File: src/rtl/approx_mac_pkg.sv
// approx_mac_pkg: shared types and constants for the approximate MAC controller.
//   state_e   - controller FSM states
//   MIN_W / MAX_W      - legal range of effective operand widths
//   RES_MASK_OFFSET    - product bits below this index are always kept
//   clamp_w() - forces a configured width into [MIN_W, MAX_W]
package approx_mac_pkg;

  typedef enum logic [1:0] {
    IDLE,
    RUN,
    DRAIN,
    DONE
  } state_e;

  localparam int MIN_W           = 2;
  localparam int MAX_W           = 9;
  localparam int RES_MASK_OFFSET = 4;

  function automatic logic [3:0] clamp_w(input logic [3:0] w);
    if (w < 4'(MIN_W)) return 4'(MIN_W);
    if (w > 4'(MAX_W)) return 4'(MAX_W);
    return w;
  endfunction

endpackage

File: src/rtl/approx_mask_gen.sv
// approx_mask_gen: builds the multiplier masks from the latched job config.
//   wa, wb    - clamped effective operand widths
//   appr      - approximation level (0 = exact)
//   res_mask  - thermometer mask, bit k set iff k < wa + wb - RES_MASK_OFFSET
//   appr_mask - bitwise inverse of appr
module approx_mask_gen
  import approx_mac_pkg::*;
#(
  parameter int N_BIT_APPR = 8,
  parameter int N_BIT_RES  = 14
) (
  input  logic [3:0]            wa,
  input  logic [3:0]            wb,
  input  logic [N_BIT_APPR-1:0] appr,
  output logic [N_BIT_RES-1:0]  res_mask,
  output logic [N_BIT_APPR-1:0] appr_mask
);

  logic [4:0] weff;

  assign weff      = {1'b0, wa} + {1'b0, wb};
  assign appr_mask = ~appr;

  always_comb begin
    res_mask = '0;
    for (int k = 0; k < N_BIT_RES; k++) begin
      res_mask[k] = (k + RES_MASK_OFFSET) < int'(weff);
    end
  end

endmodule

File: src/rtl/mul_9x9_signed_bw.sv
// mul_9x9_signed_bw: combinational 9x9 signed Baugh-Wooley multiplier with
// approximation controls.
//   a, b      - signed 9-bit operands
//   appr_mask - bit c = 0 drops every partial-product bit of column c (c < 8)
//   res_mask  - bit k = 0 replaces product bit k+4 with the bit below it, so
//               the result is sign-extended from the highest enabled bit
//   res       - 18-bit signed result
module mul_9x9_signed_bw (
  input  logic [8:0]  a,
  input  logic [8:0]  b,
  input  logic [13:0] res_mask,
  input  logic [7:0]  appr_mask,
  output logic [17:0] res
);

  logic [17:0] col_keep;
  logic [17:0] pp_sum;
  logic        pp;

  // Columns 8 and above are never approximated.
  assign col_keep = {10'h3FF, appr_mask};

  // NOTE: every variable written in always_comb gets a value before any
  // conditional update, so no path leaves it unassigned and no latch is inferred.
  always_comb begin
    // Baugh-Wooley correction constants at columns 9 and 17.
    pp_sum = 18'h20200;
    pp     = 1'b0;
    for (int i = 0; i < 9; i++) begin
      for (int j = 0; j < 9; j++) begin
        pp = a[i] & b[j];
        // Terms pairing exactly one sign bit are complemented.
        if ((i == 8) != (j == 8)) pp = ~pp;
        if (!col_keep[i+j]) pp = 1'b0;
        pp_sum = pp_sum + (18'(pp) << (i + j));
      end
    end
  end

  always_comb begin
    res = pp_sum;
    // Ascending order lets a disabled bit copy an already-extended neighbour.
    for (int k = 0; k < 14; k++) begin
      if (!res_mask[k]) res[k+4] = res[k+3];
    end
  end

endmodule

File: src/rtl/approx_mac_ctrl.sv
// approx_mac_ctrl: job controller wrapped around mul_9x9_signed_bw.
// Accepts a job config, streams operand pairs through a two-stage
// operand/accumulate pipeline and returns the signed dot product.
//   clk_i, rst_i          - clock, synchronous active-high reset
//   cfg_*                 - job configuration with valid/ready handshake
//   in_valid_i/in_ready_o - operand pair handshake (a_i, b_i raw operands)
//   out_valid_o/out_ready_i - result handshake (acc_o, ovf_o)
//   busy_o                - controller not idle
module approx_mac_ctrl
  import approx_mac_pkg::*;
#(
  parameter int MAC_IN_WIDTH = 9,
  parameter int N_BIT_APPR   = 8,
  parameter int N_BIT_RES    = 14,
  parameter int ACC_WIDTH    = 32,
  parameter int CNT_WIDTH    = 16
) (
  input  logic                    clk_i,
  input  logic                    rst_i,
  input  logic                    cfg_valid_i,
  output logic                    cfg_ready_o,
  input  logic [3:0]              cfg_width_a_i,
  input  logic [3:0]              cfg_width_b_i,
  input  logic [N_BIT_APPR-1:0]   cfg_appr_i,
  input  logic [CNT_WIDTH-1:0]    cfg_len_i,
  input  logic                    in_valid_i,
  output logic                    in_ready_o,
  input  logic [MAC_IN_WIDTH-1:0] a_i,
  input  logic [MAC_IN_WIDTH-1:0] b_i,
  output logic                    out_valid_o,
  input  logic                    out_ready_i,
  output logic [ACC_WIDTH-1:0]    acc_o,
  output logic                    ovf_o,
  output logic                    busy_o
);

  state_e                  state_q, state_d;
  logic [3:0]              wa_q, wb_q;
  logic [N_BIT_APPR-1:0]   appr_q;
  logic [CNT_WIDTH-1:0]    cnt_q;
  logic [MAC_IN_WIDTH-1:0] a_ext, b_ext, a_s1, b_s1;
  logic                    s1_valid, s2_valid;
  logic [ACC_WIDTH-1:0]    acc_q, prod_ext, acc_sum;
  logic                    ovf_q, ovf_add;
  logic [N_BIT_RES-1:0]    res_mask;
  logic [N_BIT_APPR-1:0]   appr_mask;
  logic signed [17:0]      mul_res;
  logic                    cfg_accept, run_ready, in_accept;

  assign cfg_accept = (state_q == IDLE) && cfg_valid_i;
  // Readiness depends only on state and count, never on in_valid_i.
  assign run_ready  = (state_q == RUN) && (cnt_q != '0);
  assign in_accept  = run_ready && in_valid_i;
  assign in_ready_o = run_ready;

  always_comb begin
    state_d     = state_q;
    cfg_ready_o = 1'b0;
    out_valid_o = 1'b0;
    busy_o      = 1'b1;
    case (state_q)
      IDLE: begin
        cfg_ready_o = 1'b1;
        busy_o      = 1'b0;
        if (cfg_valid_i) state_d = (cfg_len_i == '0) ? DONE : RUN;
      end
      RUN:   if (in_accept && cnt_q == CNT_WIDTH'(1)) state_d = DRAIN;
      DRAIN: if (!s1_valid && !s2_valid) state_d = DONE;
      DONE: begin
        out_valid_o = 1'b1;
        if (out_ready_i) state_d = IDLE;
      end
      default: state_d = IDLE;
    endcase
  end

  // Sign-extend from the configured width; bits above it are ignored.
  always_comb begin
    a_ext = '0;
    b_ext = '0;
    for (int k = 0; k < MAC_IN_WIDTH; k++) begin
      a_ext[k] = (k < int'(wa_q)) ? a_i[k] : a_i[wa_q-4'd1];
      b_ext[k] = (k < int'(wb_q)) ? b_i[k] : b_i[wb_q-4'd1];
    end
  end

  approx_mask_gen #(
    .N_BIT_APPR (N_BIT_APPR),
    .N_BIT_RES  (N_BIT_RES)
  ) u_mask_gen (
    .wa        (wa_q),
    .wb        (wb_q),
    .appr      (appr_q),
    .res_mask  (res_mask),
    .appr_mask (appr_mask)
  );

  mul_9x9_signed_bw u_mul (
    .a         (a_s1),
    .b         (b_s1),
    .res_mask  (res_mask),
    .appr_mask (appr_mask),
    .res       (mul_res)
  );

  // Sign-extends (or truncates for a narrow accumulator); the sum wraps.
  assign prod_ext = ACC_WIDTH'(mul_res);
  assign acc_sum  = acc_q + prod_ext;
  assign ovf_add  = (acc_q[ACC_WIDTH-1] == prod_ext[ACC_WIDTH-1]) &&
                    (acc_sum[ACC_WIDTH-1] != acc_q[ACC_WIDTH-1]);

  // NOTE: state registers use non-blocking assignments so every flop samples
  // the pre-edge value of every other flop, independent of statement order.
  always_ff @(posedge clk_i) begin
    if (rst_i) begin
      state_q  <= IDLE;
      wa_q     <= 4'(MAX_W);
      wb_q     <= 4'(MAX_W);
      appr_q   <= '0;
      cnt_q    <= '0;
      s1_valid <= 1'b0;
      s2_valid <= 1'b0;
      acc_q    <= '0;
      ovf_q    <= 1'b0;
    end else begin
      state_q  <= state_d;
      s1_valid <= in_accept;
      s2_valid <= s1_valid;
      if (cfg_accept) begin
        wa_q   <= clamp_w(cfg_width_a_i);
        wb_q   <= clamp_w(cfg_width_b_i);
        appr_q <= cfg_appr_i;
        cnt_q  <= cfg_len_i;
        acc_q  <= '0;
        ovf_q  <= 1'b0;
      end
      if (in_accept) cnt_q <= cnt_q - CNT_WIDTH'(1);
      if (s1_valid) begin
        acc_q <= acc_sum;
        ovf_q <= ovf_q | ovf_add;
      end
    end
  end

  // NOTE: operand registers carry no reset; they are only consumed while
  // s1_valid is set, and s1_valid itself is reset.
  always_ff @(posedge clk_i) begin
    if (in_accept) begin
      a_s1 <= a_ext;
      b_s1 <= b_ext;
    end
  end

  assign acc_o = acc_q;
  assign ovf_o = ovf_q;

endmodule

File: config.mk
export PLATFORM = sky130hd
export DESIGN_NAME = approx_mac_ctrl
export DESIGN_NICKNAME = d
export VERILOG_FILES = /design/src/rtl/approx_mac_pkg.sv /design/src/rtl/approx_mask_gen.sv /design/src/rtl/mul_9x9_signed_bw.sv /design/src/rtl/approx_mac_ctrl.sv
export SDC_FILE = /design/constraint.sdc
export NUM_CORES = 1
export LEC_CHECK = 0
export CORE_MARGIN = 4
export CORE_UTILIZATION = 50
export CTS_BUF_LIST = sky130_fd_sc_hd__clkbuf_2 sky130_fd_sc_hd__clkbuf_4 sky130_fd_sc_hd__clkbuf_8
export CTS_CLUSTER_DIAMETER = 50
export DETAILED_ROUTE_END_ITERATION = 16
export PLACE_DENSITY = 0.7
export SETUP_SLACK_MARGIN = 0.3
export SLEW_MARGIN = 15
export SYNTH_ARGS = -nofsm -noshare
export SYNTH_HDL_FRONTEND = slang
export SYNTH_SLANG_ARGS = --single-unit
File: constraint.sdc
create_clock -name clk_i -period 8.9 [get_ports clk_i]
set_input_delay 1.78 -clock clk_i [delete_from_list [all_inputs] [get_ports clk_i]]
set_output_delay 1.78 -clock clk_i [all_outputs]
set_load 0.005 [all_outputs]
==> out/qor.csv, run 1 <==
metric;value;unit
status;finished, final reports clean;
post-route design area;0.009886;mm^2
syn_area_per_cell;8.346;um^2
global-route wire length before repair;36930;um
library cells used by synthesis;74;
final hold vios;0;
worst skew pair latency;0.38;ns
CTS root buf;clkbuf_8;
setup slack at placement;1.278;ns
WL per Instance;16.56;um
layout cells sized above 1;5.455;%
IO Pins;92;
Worst EP required;9.14;ns
Remaining DRCs;0;
largest net degree at the start of global routing;38;
ys async rst share;0;%
commonest non-fill, non-tap cell in the layout;nand2_1;
drt pass-1 iters;6;
Startpoint Class;flop;
Site Rows;47;
number of global-route vias before repair;7562;
crit-path max cell delay;0.56;ns
vias;7718;
Final #Nets;1285;
CTS max path bufs;2;
flop2flop setup slack;1.31;ns
hold depth;2;
Die Ht;139.4;um
Tightest Pin Transition;0.9804;ns
IO Port Bufs;91;
Setup Skew;0.02372;ns
Seq/Total Area, Yosys;22.25;%
synthesis warning total;0;
top_reg_cell synth;dfxtp_1;
HP Start;appr_q[0]$_SDFFE_PP0P_;
cts repair resizes;0;
Worst-path clk slew;0.10;ns
slowest CP cell;fa_1;
r2r endpoint;acc_o[30]$_SDFFE_PP0P_;
Period Utilization, post-route;85.24;%
CP Buf/Inv Count;4;
Final setup viols;0;
Setup TNS Final;0;ns
number of synthesized register bits;87;
Final ANT Viol Nets;0;
Area Overhead vs Synth;14.44;%
clk sinks;87;
full die area;0.01944;mm^2
Worst R2R Path Depth;26;
critical path fanouts, max;17;
DRT iter0 DRCs;456;
Gate Count Post-Synth;1035;
CP top delay family;adder cells;
drt total wl;21870;um
Post-synth EDFFs;18;
postcts setup bufs;0;
H-tree depth;3;
vias per cell;5.847;
worst hold slack;0.4615;ns
initial antenna violation count;0;
Critical Path Stages;26;
hold_buf cts;0;
Hold EP;appr_q[0]$_SDFFE_PP0P_;
post-detail-place hpwl;17090;um
Tmin final;7.587;ns
crit path capture type;flop;
RSZ-0062 raised after global routing;false;
Global Route Usage Sum;22.87;%
syn nets;1225;
Hold Crit Class;flop to flop;
Initial Util;51.54;%
CTS tree;done;
Max Cap Viol;0;
synthesized area;0.008638;mm^2
Placer Congestion;0.9096;
WS Path Type;flop to flop;
Remaining Overflow, GRT;0;
Final WS setup;1.313;ns
diodes inserted;0;
Max Slew Vio Count;0;
most frequent cells in the layout;nand2_1, clkdlybuf4s50_1, ha_1, nor2_1, inv_1;
relative slew slack;34.40;%
r2r startpoint;a_s1[4]$_DFFE_PP_;
Placed Area;0.009662;mm^2
die extent in x;139.4;um
cts bufs inserted;9;
critical path arrival;7.83;ns
f_max;131.8;MHz
core area;0.01676;mm^2
## worst max path at each step
stage,startpoint,end,slack [ns]
floorplan,a_s1[4]$_DFFE_PP_,acc_o[30]$_SDFFE_PP0P_,2.06
global placement,a_s1[4]$_DFFE_PP_,acc_o[30]$_SDFFE_PP0P_,1.52
detailed placement,b_s1[2]$_DFFE_PP_,acc_o[30]$_SDFFE_PP0P_,1.28
CTS,b_s1[2]$_DFFE_PP_,acc_o[30]$_SDFFE_PP0P_,1.30
global route,b_s1[2]$_DFFE_PP_,acc_o[31]$_SDFFE_PP0P_,0.69
finish,a_s1[4]$_DFFE_PP_,acc_o[30]$_SDFFE_PP0P_,1.31
## Yosys cell counts, drive strengths merged, types with 22 or more instances
cell type    n  share of area (%)
and2        27                2.0
inv         72                3.1
clkbuf      37                1.6
nand2      134                5.8
mux2        23                3.0
nor3        28                1.6
nor2        78                3.4
a21oi       63                3.7
a21o        22                1.9
o21ai       69                4.0
fa          53                 12
dfxtp       69                 16
ha          82                 12
## logic make-up after synthesis
family,Yosys count,synth area share [%]
flip-flops,87,22.25
XOR/XNOR,29,2.940
buffers and inverters,116,5.243
multiplexers,30,4.432
adder cells (fa/ha/maj),135,24.16
AND/OR/NAND/NOR,376,20.97
AO/OA/AOI/OAI,262,20.00
## state kept, by name, indices dropped and copies added (netlist names)
signal	flops
s2_valid	1
b_s1	9
appr_q	8
a_s1	9
cnt_q	16
state_q	2
wb_q	4
ovf_o	1
s1_valid	1
wa_q	4
acc_o	32
## metrics by stage
step | util (%) | instances
2_1_floorplan | - | 1035
3_3_place_gp | 57.65 | 1304
3_5_place_dp | 57.65 | 1304
4_1_cts | 58.98 | 1320
5_1_grt | 58.98 | 1320
6_report | 58.98 | 1320
## layout make-up
class / count / area, um^2
fill: 1557 / 6874
multi-input combinational: 832 / 6269
sequential: 87 / 1922
timing repair buffer: 93 / 925.9
tap: 220 / 275.3
inverter: 72 / 270.3
clock buffer: 11 / 145.1
clock inverter: 5 / 78.83
## worst min-delay path: stages (launching register included)
cell	delay [ns]
dfxtp_1	0.32
nand2_1	0.05
a21oi_1	0.05
## routing by layer
layer	routed length [um]	vias up	part of all wire, %	GRT usage, %
li1	-	3799	-	-
met1	9773	3642	45	30.61
met2	10250	230	47	37.05
met3	1128	47	5.2	4.014
met4	716	0	3.3	8.805
met5	0	-	0	0
Power of run 1 is left out: the tool's default activity adds up to more than one toggle a clock period on the data nets, which glitch-free logic cannot reach.
==> run 2, diff against run 1 <==
--- a/config.mk
+++ b/config.mk
@@ -10,6 +10,7 @@
 export CTS_BUF_LIST = sky130_fd_sc_hd__clkbuf_2 sky130_fd_sc_hd__clkbuf_4 sky130_fd_sc_hd__clkbuf_8
 export CTS_CLUSTER_DIAMETER = 50
 export DETAILED_ROUTE_END_ITERATION = 16
+export GPL_TIMING_DRIVEN = 0
 export PLACE_DENSITY = 0.7
 export SETUP_SLACK_MARGIN = 0.3
 export SLEW_MARGIN = 15
==> run 2 against run 1 <==
  * Hold slack improved by 0.010 ns
  * Via count rose by 0.19%
  * Maximum frequency is 4.4% lower
  * Sequential share of layout area shrank 0.23 points
  * Routed wire length up 0.80%
  * First-iteration DRC count fell by 3.1%
  * Final cell count grew 3.1%
  * Non-clock buffer count grew 41
  * Critical path depth up 1
  * Die area unchanged
  * Critical endpoint unchanged
==> out/qor.csv, run 2 (synthesis results as in run 1) <==
metric;value;unit
status;finished, final reports clean;
Fillers;1583;
Site Rows;47;
Final ANT Viol Nets;0;
Setup TNS Final;0;ns
global-route wire length before repair;37230;um
layout cells sized above 1;5.434;%
die extent in x;139.4;um
worst skew pair latency;0.38;ns
full die area;0.01944;mm^2
r2r endpoint;acc_o[30]$_SDFFE_PP0P_;
Remaining Overflow, GRT;0;
diodes inserted;0;
Tightest Pin Transition;0.8116;ns
HP Start;appr_q[0]$_SDFFE_PP0P_;
postcts setup bufs;0;
initial antenna violation count;0;
Worst EP required;9.15;ns
IO Port Bufs;90;
hold depth;2;
Placed Area;0.009814;mm^2
number of global-route vias before repair;7682;
Setup Skew;0.01834;ns
Die Ht;139.4;um
Final setup viols;0;
Area Overhead vs Synth;15.79;%
crit-path max cell delay;0.54;ns
drt total wl;22040;um
Post-Route Utilization;59.68;%
post-detail-place hpwl;17350;um
H-tree depth;3;
largest net degree at the start of global routing;22;
cts bufs inserted;9;
WL per Instance;16.19;um
critical path arrival;8.18;ns
Startpoint Class;flop;
Hold Crit Class;flop to flop;
Remaining DRCs;0;
most frequent cells in the layout;nand2_1, clkdlybuf4s50_1, ha_1, nor2_1, inv_1;
Worst R2R Path Depth;27;
relative slew slack;45.48;%
final hold vios;0;
vias per cell;5.682;
Global Route Usage Sum;22.92;%
Max Cap Viol;0;
hold_buf cts;0;
WS Path Type;flop to flop;
Worst-path clk slew;0.10;ns
max FFs per register;32;
Max Slew Vio Count;0;
IO Pins;92;
post-route design area;0.01000;mm^2
Final #Nets;1326;
CTS max path bufs;2;
clk sinks;87;
drt pass-1 iters;5;
DRT iter0 DRCs;442;
vias;7733;
CTS tree;done;
slowest CP cell;fa_1;
CP top delay family;adder cells;
flop2flop setup slack;0.96;ns
crit path capture type;flop;
cts repair resizes;0;
r2r startpoint;a_s1[4]$_DFFE_PP_;
f_max;126.0;MHz
critical path fanouts, max;17;
commonest non-fill, non-tap cell in the layout;nand2_1;
CP Buf/Inv Count;5;
core area;0.01676;mm^2
Period Utilization, post-route;89.18;%
Hold EP;appr_q[0]$_SDFFE_PP0P_;
Placer Congestion;0.9082;
CTS root buf;clkbuf_8;
Tmin final;7.937;ns
RSZ-0062 raised after global routing;false;
Initial Util;51.54;%
[run 2: per-stage QoR]
step,hold WS (ns),std cells,worst slack [ns]
after floorplan,0.4367,1035,2.063
after global placement,0.4560,1345,1.013
after detailed placement,0.4628,1345,1.036
after CTS,0.4762,1361,0.9661
after global routing,0.5112,1361,0.3670
final,0.4716,1361,0.9625
[run 2: how the worst max path moves through the flow]
stage,from,endpoint,slack [ns],cells after the start
2_1_floorplan,a_s1[4]$_DFFE_PP_,acc_o[30]$_SDFFE_PP0P_,2.06,27
3_3_place_gp,a_s1[4]$_DFFE_PP_,acc_o[30]$_SDFFE_PP0P_,1.01,27
3_5_place_dp,a_s1[4]$_DFFE_PP_,acc_o[30]$_SDFFE_PP0P_,1.04,27
4_1_cts,a_s1[4]$_DFFE_PP_,acc_o[30]$_SDFFE_PP0P_,0.97,27
5_1_grt,a_s1[1]$_DFFE_PP_,acc_o[30]$_SDFFE_PP0P_,0.37,24
6_report,a_s1[4]$_DFFE_PP_,acc_o[30]$_SDFFE_PP0P_,0.96,27
[run 2: worst register-to-register path, stage by stage (launching register included)]
cell       delay (ns)
edfxtp_1         0.37
clkbuf_1         0.27
and2_1           0.28
fa_1             0.53
inv_1            0.06
fa_1             0.53
inv_1            0.06
fa_1             0.54
inv_1            0.07
fa_1             0.54
inv_1            0.04
ha_1             0.33
o21ai_0          0.14
nor2_1           0.12
o311a_1          0.39
nor3_1           0.20
nor3_1           0.11
o311ai_0         0.42
nand3_2          0.45
ha_1             0.53
a211oi_1         0.40
nand2_1          0.10
o2111ai_1        0.28
a211oi_1         0.19
a311oi_1         0.44
o21ai_0          0.18
xnor2_1          0.16
o21ai_0          0.08
[run 2: layer usage]
layer / global-route usage, % / vias up / part of all wire, %
met5: 0 / - / 0
met4: 6.952 / 0 / 1.9
li1: - / 3876 / -
met2: 37.43 / 172 / 46
met1: 31.21 / 3650 / 47
met3: 3.979 / 35 / 4.6
[run 2: area by class of cell]
cell class / count / area (um^2) / area share (%)
multi-input cells: 832 / 6264 / 62.62
flip-flops and latches: 87 / 1922 / 19.21
repair buffers: 90 / 900.9 / 9.007
well taps: 220 / 275.3 / 2.752
inverters: 72 / 270.3 / 2.702
plain buffers: 44 / 182.7 / 1.826
clock buffers: 11 / 145.1 / 1.451
clock inverters: 5 / 42.54 / 0.4253
Power of run 2 is left out for the same reason.
==> run 3, diff against run 2 <==
==> constraint.sdc (replaced) <==
create_clock -name clk_i -period 9.95 [get_ports clk_i]
set_input_delay 1.99 -clock clk_i [delete_from_list [all_inputs] [get_ports clk_i]]
set_output_delay 1.99 -clock clk_i [all_outputs]
set_load 0.005 [all_outputs]
==> results of run 3 <==
Same layout as run 2 (identical final DEF). Status: finished, final reports clean.
Among the figures that moved: setup slack after placement 1.036 ns -> 2.086 ns; setup slack after layout 0.9625 ns -> 2.013 ns; register-to-register setup slack 0.96 ns -> 2.01 ns
Power of run 3 is left out for the same reason.
